[src/rtl/dmem_access_pkg.sv]
// Shared types and widths for the dmem_access memory stage and its statistics block.
// Optional counters are enabled by defining VENUS_DMEM_STATS_EN.
package dmem_access_pkg;

    localparam int WORD  = 32;
    localparam int ADDR  = 16;
    localparam int W_RD  = 5;
    localparam int W_MOP = 2;

    typedef enum logic [1:0] {
        MOP_NONE  = 2'd0,
        MOP_LOAD  = 2'd1,
        MOP_STORE = 2'd2
    } mop_e;

    typedef enum logic [1:0] {
        ST_IDLE   = 2'd0,
        ST_RD     = 2'd1,
        ST_RDHOLD = 2'd2
    } state_e;

    typedef enum logic [1:0] {
        SEL_IN  = 2'd0,
        SEL_Q   = 2'd1,
        SEL_BUF = 2'd2
    } out_sel_e;

    typedef struct packed {
        logic            wb;
        logic [W_RD-1:0] rd_num;
        logic [WORD-1:0] rd_data;
    } wb_payload_t;

    // The reserved op code behaves exactly like a pass-through.
    function automatic mop_e decode_mop(input logic [W_MOP-1:0] code);
        mop_e m;
        case (code)
            2'd1:    m = MOP_LOAD;
            2'd2:    m = MOP_STORE;
            default: m = MOP_NONE;
        endcase
        return m;
    endfunction

endpackage

[src/rtl/dmem_stats.sv]
// Free-running event counters for the memory stage: accepted loads, accepted stores
// and cycles in which EX was held off. Counters wrap at 2^32.
module dmem_stats
    import dmem_access_pkg::*;
(
    input  logic        clk,
    input  logic        rst,
    input  logic        ld_inc_i,
    input  logic        st_inc_i,
    input  logic        stl_inc_i,
    output logic [31:0] ld_cnt_o,
    output logic [31:0] st_cnt_o,
    output logic [31:0] stl_cnt_o
);

    logic [31:0] ld_cnt_r;
    logic [31:0] st_cnt_r;
    logic [31:0] stl_cnt_r;

    // Event counters, cleared by reset.
    always_ff @(posedge clk or negedge rst) begin
        if (!rst) begin
            ld_cnt_r  <= 32'd0;
            st_cnt_r  <= 32'd0;
            stl_cnt_r <= 32'd0;
        end else begin
            if (ld_inc_i)  ld_cnt_r  <= ld_cnt_r  + 32'd1;
            if (st_inc_i)  st_cnt_r  <= st_cnt_r  + 32'd1;
            if (stl_inc_i) stl_cnt_r <= stl_cnt_r + 32'd1;
        end
    end

    assign ld_cnt_o  = ld_cnt_r;
    assign st_cnt_o  = st_cnt_r;
    assign stl_cnt_o = stl_cnt_r;

endmodule

[src/rtl/dmem_access.sv]
// Memory-access stage between EX and WB driving one synchronous 1-cycle-latency RAM port.
// Define VENUS_DMEM_STATS_EN to add the ld/st/stall event counter outputs.
module dmem_access
    import dmem_access_pkg::*;
(
    input  logic              clk,
    input  logic              rst,
    input  logic              v_i,
    output logic              stall_o,
    input  logic              wb_i,
    input  logic [W_RD-1:0]   rd_num_i,
    input  logic [WORD-1:0]   rd_data_i,
    input  logic [W_MOP-1:0]  mop_i,
    input  logic [ADDR-1:0]   maddr_i,
    output logic [ADDR-1:0]   mem_a_o,
    output logic              mem_w_o,
    output logic [WORD-1:0]   mem_d_o,
    input  logic [WORD-1:0]   mem_q_i,
    output logic              v_o,
    input  logic              stall_i,
    output logic              wb_o,
    output logic [W_RD-1:0]   rd_num_o,
    output logic [WORD-1:0]   rd_data_o
`ifdef VENUS_DMEM_STATS_EN
    ,
    output logic [31:0]       ld_cnt_o,
    output logic [31:0]       st_cnt_o,
    output logic [31:0]       stl_cnt_o
`endif
);

    state_e          state_r;
    state_e          state_nxt_s;
    mop_e            mop_s;
    logic            stall_s;
    logic            accept_s;
    logic            out_free_s;
    logic            out_ld_s;
    out_sel_e        out_sel_s;
    logic            pend_ld_s;
    logic            buf_ld_s;
    wb_payload_t     out_nxt_s;
    wb_payload_t     out_r;
    logic            v_o_r;
    logic            pend_wb_r;
    logic [W_RD-1:0] pend_rd_r;
    logic [WORD-1:0] buf_r;

    assign mop_s      = decode_mop(mop_i);
    assign stall_s    = ~rst | (state_r != ST_IDLE) | (v_o_r & stall_i);
    assign accept_s   = v_i & ~stall_s;
    // The output register can take new data when it is empty or being drained this cycle.
    assign out_free_s = ~v_o_r | ~stall_i;

    // FSM state register.
    always_ff @(posedge clk or negedge rst) begin
        if (!rst) begin
            state_r <= ST_IDLE;
        end else begin
            state_r <= state_nxt_s;
        end
    end

    // FSM next-state logic.
    always_comb begin
        state_nxt_s = state_r;
        case (state_r)
            ST_IDLE: begin
                if (accept_s && (mop_s == MOP_LOAD)) begin
                    state_nxt_s = ST_RD;
                end else begin
                    state_nxt_s = ST_IDLE;
                end
            end
            ST_RD: begin
                if (out_free_s) begin
                    state_nxt_s = ST_IDLE;
                end else begin
                    state_nxt_s = ST_RDHOLD;
                end
            end
            ST_RDHOLD: begin
                if (out_free_s) begin
                    state_nxt_s = ST_IDLE;
                end else begin
                    state_nxt_s = ST_RDHOLD;
                end
            end
            default: state_nxt_s = ST_IDLE;
        endcase
    end

    // FSM outputs: memory port strobes and datapath load enables.
    always_comb begin
        stall_o   = stall_s;
        mem_a_o   = maddr_i;
        mem_d_o   = rd_data_i;
        mem_w_o   = 1'b0;
        out_ld_s  = 1'b0;
        out_sel_s = SEL_IN;
        pend_ld_s = 1'b0;
        buf_ld_s  = 1'b0;
        case (state_r)
            ST_IDLE: begin
                if (accept_s) begin
                    case (mop_s)
                        MOP_LOAD: begin
                            pend_ld_s = 1'b1;
                        end
                        MOP_STORE: begin
                            mem_w_o  = 1'b1;
                            out_ld_s = 1'b1;
                        end
                        default: begin
                            out_ld_s = 1'b1;
                        end
                    endcase
                end else begin
                    mem_w_o = 1'b0;
                end
            end
            ST_RD: begin
                // mem_q_i is only valid now, so it is either consumed or buffered here.
                if (out_free_s) begin
                    out_ld_s  = 1'b1;
                    out_sel_s = SEL_Q;
                end else begin
                    buf_ld_s = 1'b1;
                end
            end
            ST_RDHOLD: begin
                if (out_free_s) begin
                    out_ld_s  = 1'b1;
                    out_sel_s = SEL_BUF;
                end else begin
                    out_ld_s = 1'b0;
                end
            end
            default: begin
                out_ld_s = 1'b0;
            end
        endcase
    end

    // Output register source select.
    always_comb begin
        out_nxt_s = '{wb: wb_i, rd_num: rd_num_i, rd_data: rd_data_i};
        case (out_sel_s)
            SEL_Q:   out_nxt_s = '{wb: pend_wb_r, rd_num: pend_rd_r, rd_data: mem_q_i};
            SEL_BUF: out_nxt_s = '{wb: pend_wb_r, rd_num: pend_rd_r, rd_data: buf_r};
            default: out_nxt_s = '{wb: wb_i, rd_num: rd_num_i, rd_data: rd_data_i};
        endcase
    end

    // Output register, pending-load fields and load data buffer.
    always_ff @(posedge clk or negedge rst) begin
        if (!rst) begin
            v_o_r     <= 1'b0;
            out_r     <= '0;
            pend_wb_r <= 1'b0;
            pend_rd_r <= '0;
            buf_r     <= '0;
        end else begin
            if (out_ld_s) begin
                v_o_r <= 1'b1;
                out_r <= out_nxt_s;
            end else if (v_o_r && !stall_i) begin
                v_o_r <= 1'b0;
            end
            if (pend_ld_s) begin
                pend_wb_r <= wb_i;
                pend_rd_r <= rd_num_i;
            end
            if (buf_ld_s) begin
                buf_r <= mem_q_i;
            end
        end
    end

    assign v_o       = v_o_r;
    assign wb_o      = out_r.wb;
    assign rd_num_o  = out_r.rd_num;
    assign rd_data_o = out_r.rd_data;

`ifdef VENUS_DMEM_STATS_EN
    dmem_stats u_stats (
        .clk       (clk),
        .rst       (rst),
        .ld_inc_i  (accept_s & (mop_s == MOP_LOAD)),
        .st_inc_i  (accept_s & (mop_s == MOP_STORE)),
        .stl_inc_i (v_i & stall_s),
        .ld_cnt_o  (ld_cnt_o),
        .st_cnt_o  (st_cnt_o),
        .stl_cnt_o (stl_cnt_o)
    );
`endif

endmodule

[config.mk]
export PLATFORM = sky130hd
export DESIGN_NAME = dmem_access
export DESIGN_NICKNAME = d
export VERILOG_FILES = /design/src/rtl/dmem_access_pkg.sv /design/src/rtl/dmem_stats.sv /design/src/rtl/dmem_access.sv
export SDC_FILE = /design/constraint.sdc
export NUM_CORES = 1
export LEC_CHECK = 0
export ABC_AREA = 1
export CAP_MARGIN = 5
export CELL_PAD_IN_SITES_DETAIL_PLACEMENT = 1
export CELL_PAD_IN_SITES_GLOBAL_PLACEMENT = 1
export CORE_UTILIZATION = 30
export DETAILED_ROUTE_END_ITERATION = 8
export HOLD_SLACK_MARGIN = 0.06
export MAX_ROUTING_LAYER = met4
export PLACE_DENSITY = 0.79
export SKIP_CTS_REPAIR_TIMING = 1
export SYNTH_ARGS = -nofsm -noshare
export SYNTH_HDL_FRONTEND = slang
export SYNTH_SLANG_ARGS = --single-unit
[constraint.sdc]
create_clock -name clk -period 2 [get_ports clk]
set_input_delay 0.4 -clock clk [delete_from_list [all_inputs] [get_ports clk]]
set_output_delay 0.4 -clock clk [all_outputs]
set_load 0.1 [all_outputs]
==> flow_summary.toml <==
[outcome]
status = "completed"

[logic_synthesis]
cell_types_with_the_largest_area_share_after_synthesis = "sky130_fd_sc_hd__dfrtp_1, sky130_fd_sc_hd__nand2_1, sky130_fd_sc_hd__buf_4"
synth-edff-count = 0
number_of_distinct_library_cells_after_synthesis = 21
postSynthRegisterBits = 79
ys_warn_count = 0
primary_flip_flop_cell_chosen_by_synthesis_mapping = "sky130_fd_sc_hd__dfrtp_1"
synth_area_per_cell_um2 = 7.43
post_synthesis_instance_area_um2 = 4430
synth_top_area_cell = "sky130_fd_sc_hd__dfrtp_1"
seq_area_frac_synth = 0.446
synthDominantCellAreaShare = 0.446
net_count_after_synthesis = 695
syn_inst_count = 597
postSynth.asyncResetShare = 1.00

[timing]
worst_slew_margin_rel = 0.534
unrepaired_setup_endpoints_after_global_routing = "yes"
worstMarginPinSlew_ns = 0.698
timing.final.crit_period_ns = 1.97
final-hold-violation-count = 0
skew_ns = 0.00642
maxClockFrequency_mhz = 507
final.period_utilization = 0.987
timing.final.max_slew_violations = 0
finalHoldWorstSlack_ns = 0.146
fin_tns_setup_ns = 0
setup_violations = 0

[layout]
register_area_um2 = 1980
final_common_cell = "sky130_fd_sc_hd__nand2_1"
multi_input_comb_area_um2 = 1770
nets = 801
post_layout_utilization_of_the_core = 0.450
flow.area_growth_from_synthesis_pct = 46.9
layout_common_cells = "sky130_fd_sc_hd__nand2_1, sky130_fd_sc_hd__dfrtp_1, sky130_fd_sc_hd__clkdlybuf4s50_1, sky130_fd_sc_hd__buf_4"
drive_above_1_share = 0.202
num-fill-cells = 1721

[worst_setup_path]
critical_path.max_stage_delay_ns = 0.45
path_max_fanout = 5
reg2reg_from = "state_r[1]"
worst_setup_path_startpoint = "stall_i"
cpMaxStageDelayCell = "sky130_fd_sc_hd__clkdlybuf4s50_1"
critPathCaptureType = "output pin"
arrival_ns = 1.57
worst_ep_required_time_ns = 1.60
timing_worst_setup_path_type = "in -> out"
path_cells = "clkdlybuf4s50_1, nand2_4, inv_2, nor2_4, nand2_2, nor3_4, buf_12"
worst_r2r_path_depth = 12
cp-start-kind = "primary input"

[floorplan]
io-pin-count = 181
dieHeight_um = 124
fp.dieW_um = 124
die_area_um2 = 15300
coreArea_um2 = 14500
rows = 44
start_util = 0.306

[grt]
track_usage = 0.191
first_global_vias = 4389
wire_length_of_the_first_global_routing_pass_mm = 21.5
pin_count_of_the_biggest_net_entering_global_routing = 53
initial_antenna_violation_count = 1
grt.overflow.total = 0

[pwr]
ir_worst_vdd_mv = 0.675
power_density_nw_per_um2 = 1020
static-leakage-power_nw = 3.32

[flow_run]
max_cap_violations = 0

[route]
dr_total_vias = 4143
drc = 0
via_cell_ratio = 4.64
first_iter_violations = 193
dr_wl_cell_um = 15.1
ant_nets = 0
drtPass1Iterations = 6
detail_route.wirelength_mm = 13.5

[cts]
root_buffer = "sky130_fd_sc_hd__clkbuf_16"
insertion_delay_ns = 0.34
max-clock-path-buffers = 2
path_clk_slew_ns = 0.06
h-tree-depth = 3
cts_made_buffers = 9
tritoncts = "yes"
cts_sinks = 79

[place]
globalplace.congestion = 0.758
port_buffers = 148
detailed_place_hpwl_mm = 9.97

[min_path]
timing.hold.worst.class = "in -> async"
-- layout make-up --
| type | count | share of cell area |
|---|---|---|
| Multi-Input combinational cell | 386 | 0.272 |
| Antenna cell | 1 | 0.000384 |
| Sequential cell | 79 | 0.304 |
| Clock inverter | 4 | 0.00346 |
| Timing Repair Buffer | 176 | 0.318 |
| Tap cell | 184 | 0.0353 |
| Clock buffer | 11 | 0.0373 |
| Inverter | 51 | 0.0294 |
-- layer usage --
layer | vias up | share of wire | track usage
li1 | 2018 | - | -
met1 | 2014 | 0.44 | 0.231
met2 | 96 | 0.51 | 0.320
met3 | 15 | 0.043 | 0.0343
met4 | 0 | 0.014 | 0.0685
met5 | - | 0 | -
-- kinds of logic (layout without fill, tap and decap cells) --
logic type	after synthesis	after routing	synth area share
other	0	1	0
AND/OR/NAND/NOR	304	304	0.278
buffers and inverters	132	242	0.168
adder cells (fa/ha/maj)	6	6	0.0169
flip-flops	79	79	0.446
AO/OA/AOI/OAI	76	76	0.0909
-- power breakdown --
part	total, mW	leakage [nW]	internal [mW]	switching (mW)
logic	3.03	2.29	0.749	2.28
registers	2.11	0.900	1.94	0.171
clock network	1.51	0.131	0.861	0.648
-- sequential cells by signal (all words and copies together), names as in the netlist --
| signal | cells |
|---|---|
| buf_r | 32 |
| wb_o | 1 |
| rd_data_o | 32 |
| pend_wb_r | 1 |
| v_o | 1 |
| state_r | 2 |
| pend_rd_r | 5 |
| rd_num_o | 5 |
-- final timing paths --
check / endpoint / slack [ns]
min: buf_r[17] / 0.15
min reg2reg: rd_data_o[26] / 0.47
max: mem_w_o / 0.03
min in group clk: rd_data_o[26] / 0.47
max reg2reg: rd_data_o[17] / 0.06
max in group asynchronous: v_o / 0.77
-- synthesized netlist by cell type (2+ instances only) --
| cell type | instances |
|---|---|
| sky130_fd_sc_hd__nand2_1 | 218 |
| sky130_fd_sc_hd__inv_1 | 49 |
| sky130_fd_sc_hd__a21oi_1 | 31 |
| sky130_fd_sc_hd__buf_6 | 5 |
| sky130_fd_sc_hd__buf_2 | 20 |
| sky130_fd_sc_hd__dfrtp_1 | 79 |
| sky130_fd_sc_hd__buf_4 | 49 |
| sky130_fd_sc_hd__o21ai_0 | 38 |
| sky130_fd_sc_hd__o21ai_2 | 6 |
| sky130_fd_sc_hd__nor2_1 | 33 |
| sky130_fd_sc_hd__ha_1 | 6 |
| sky130_fd_sc_hd__inv_2 | 2 |
| sky130_fd_sc_hd__clkbuf_1 | 4 |
| sky130_fd_sc_hd__nand3_1 | 45 |
| sky130_fd_sc_hd__nand4_2 | 2 |
| sky130_fd_sc_hd__nand2_2 | 3 |
| sky130_fd_sc_hd__clkbuf_2 | 3 |
-- worst max-delay path: cells and delay by family --
family                 cells  cell delay [ns]
buffers and inverters      3             0.72
and+or+nand+nor            4             0.46
-- metrics by stage --
| step | area, um2 | worst slack [ns] | instances | total power, mW |
|---|---|---|---|---|
| 2_1_floorplan | 4460 | -0.186 | 597 | 4.46 |
| 3_3_place_gp | 6190 | -0.114 | 874 | 5.12 |
| 3_5_place_dp | 6190 | -0.225 | 874 | 5.18 |
| 4_1_cts | 6450 | -0.147 | 889 | 6.71 |
| 5_1_grt | 6510 | -0.0517 | 892 | 6.96 |
| 6_report | 6510 | 0.0263 | 892 | 6.66 |
Note: power is estimated with default switching activity, not from simulation.
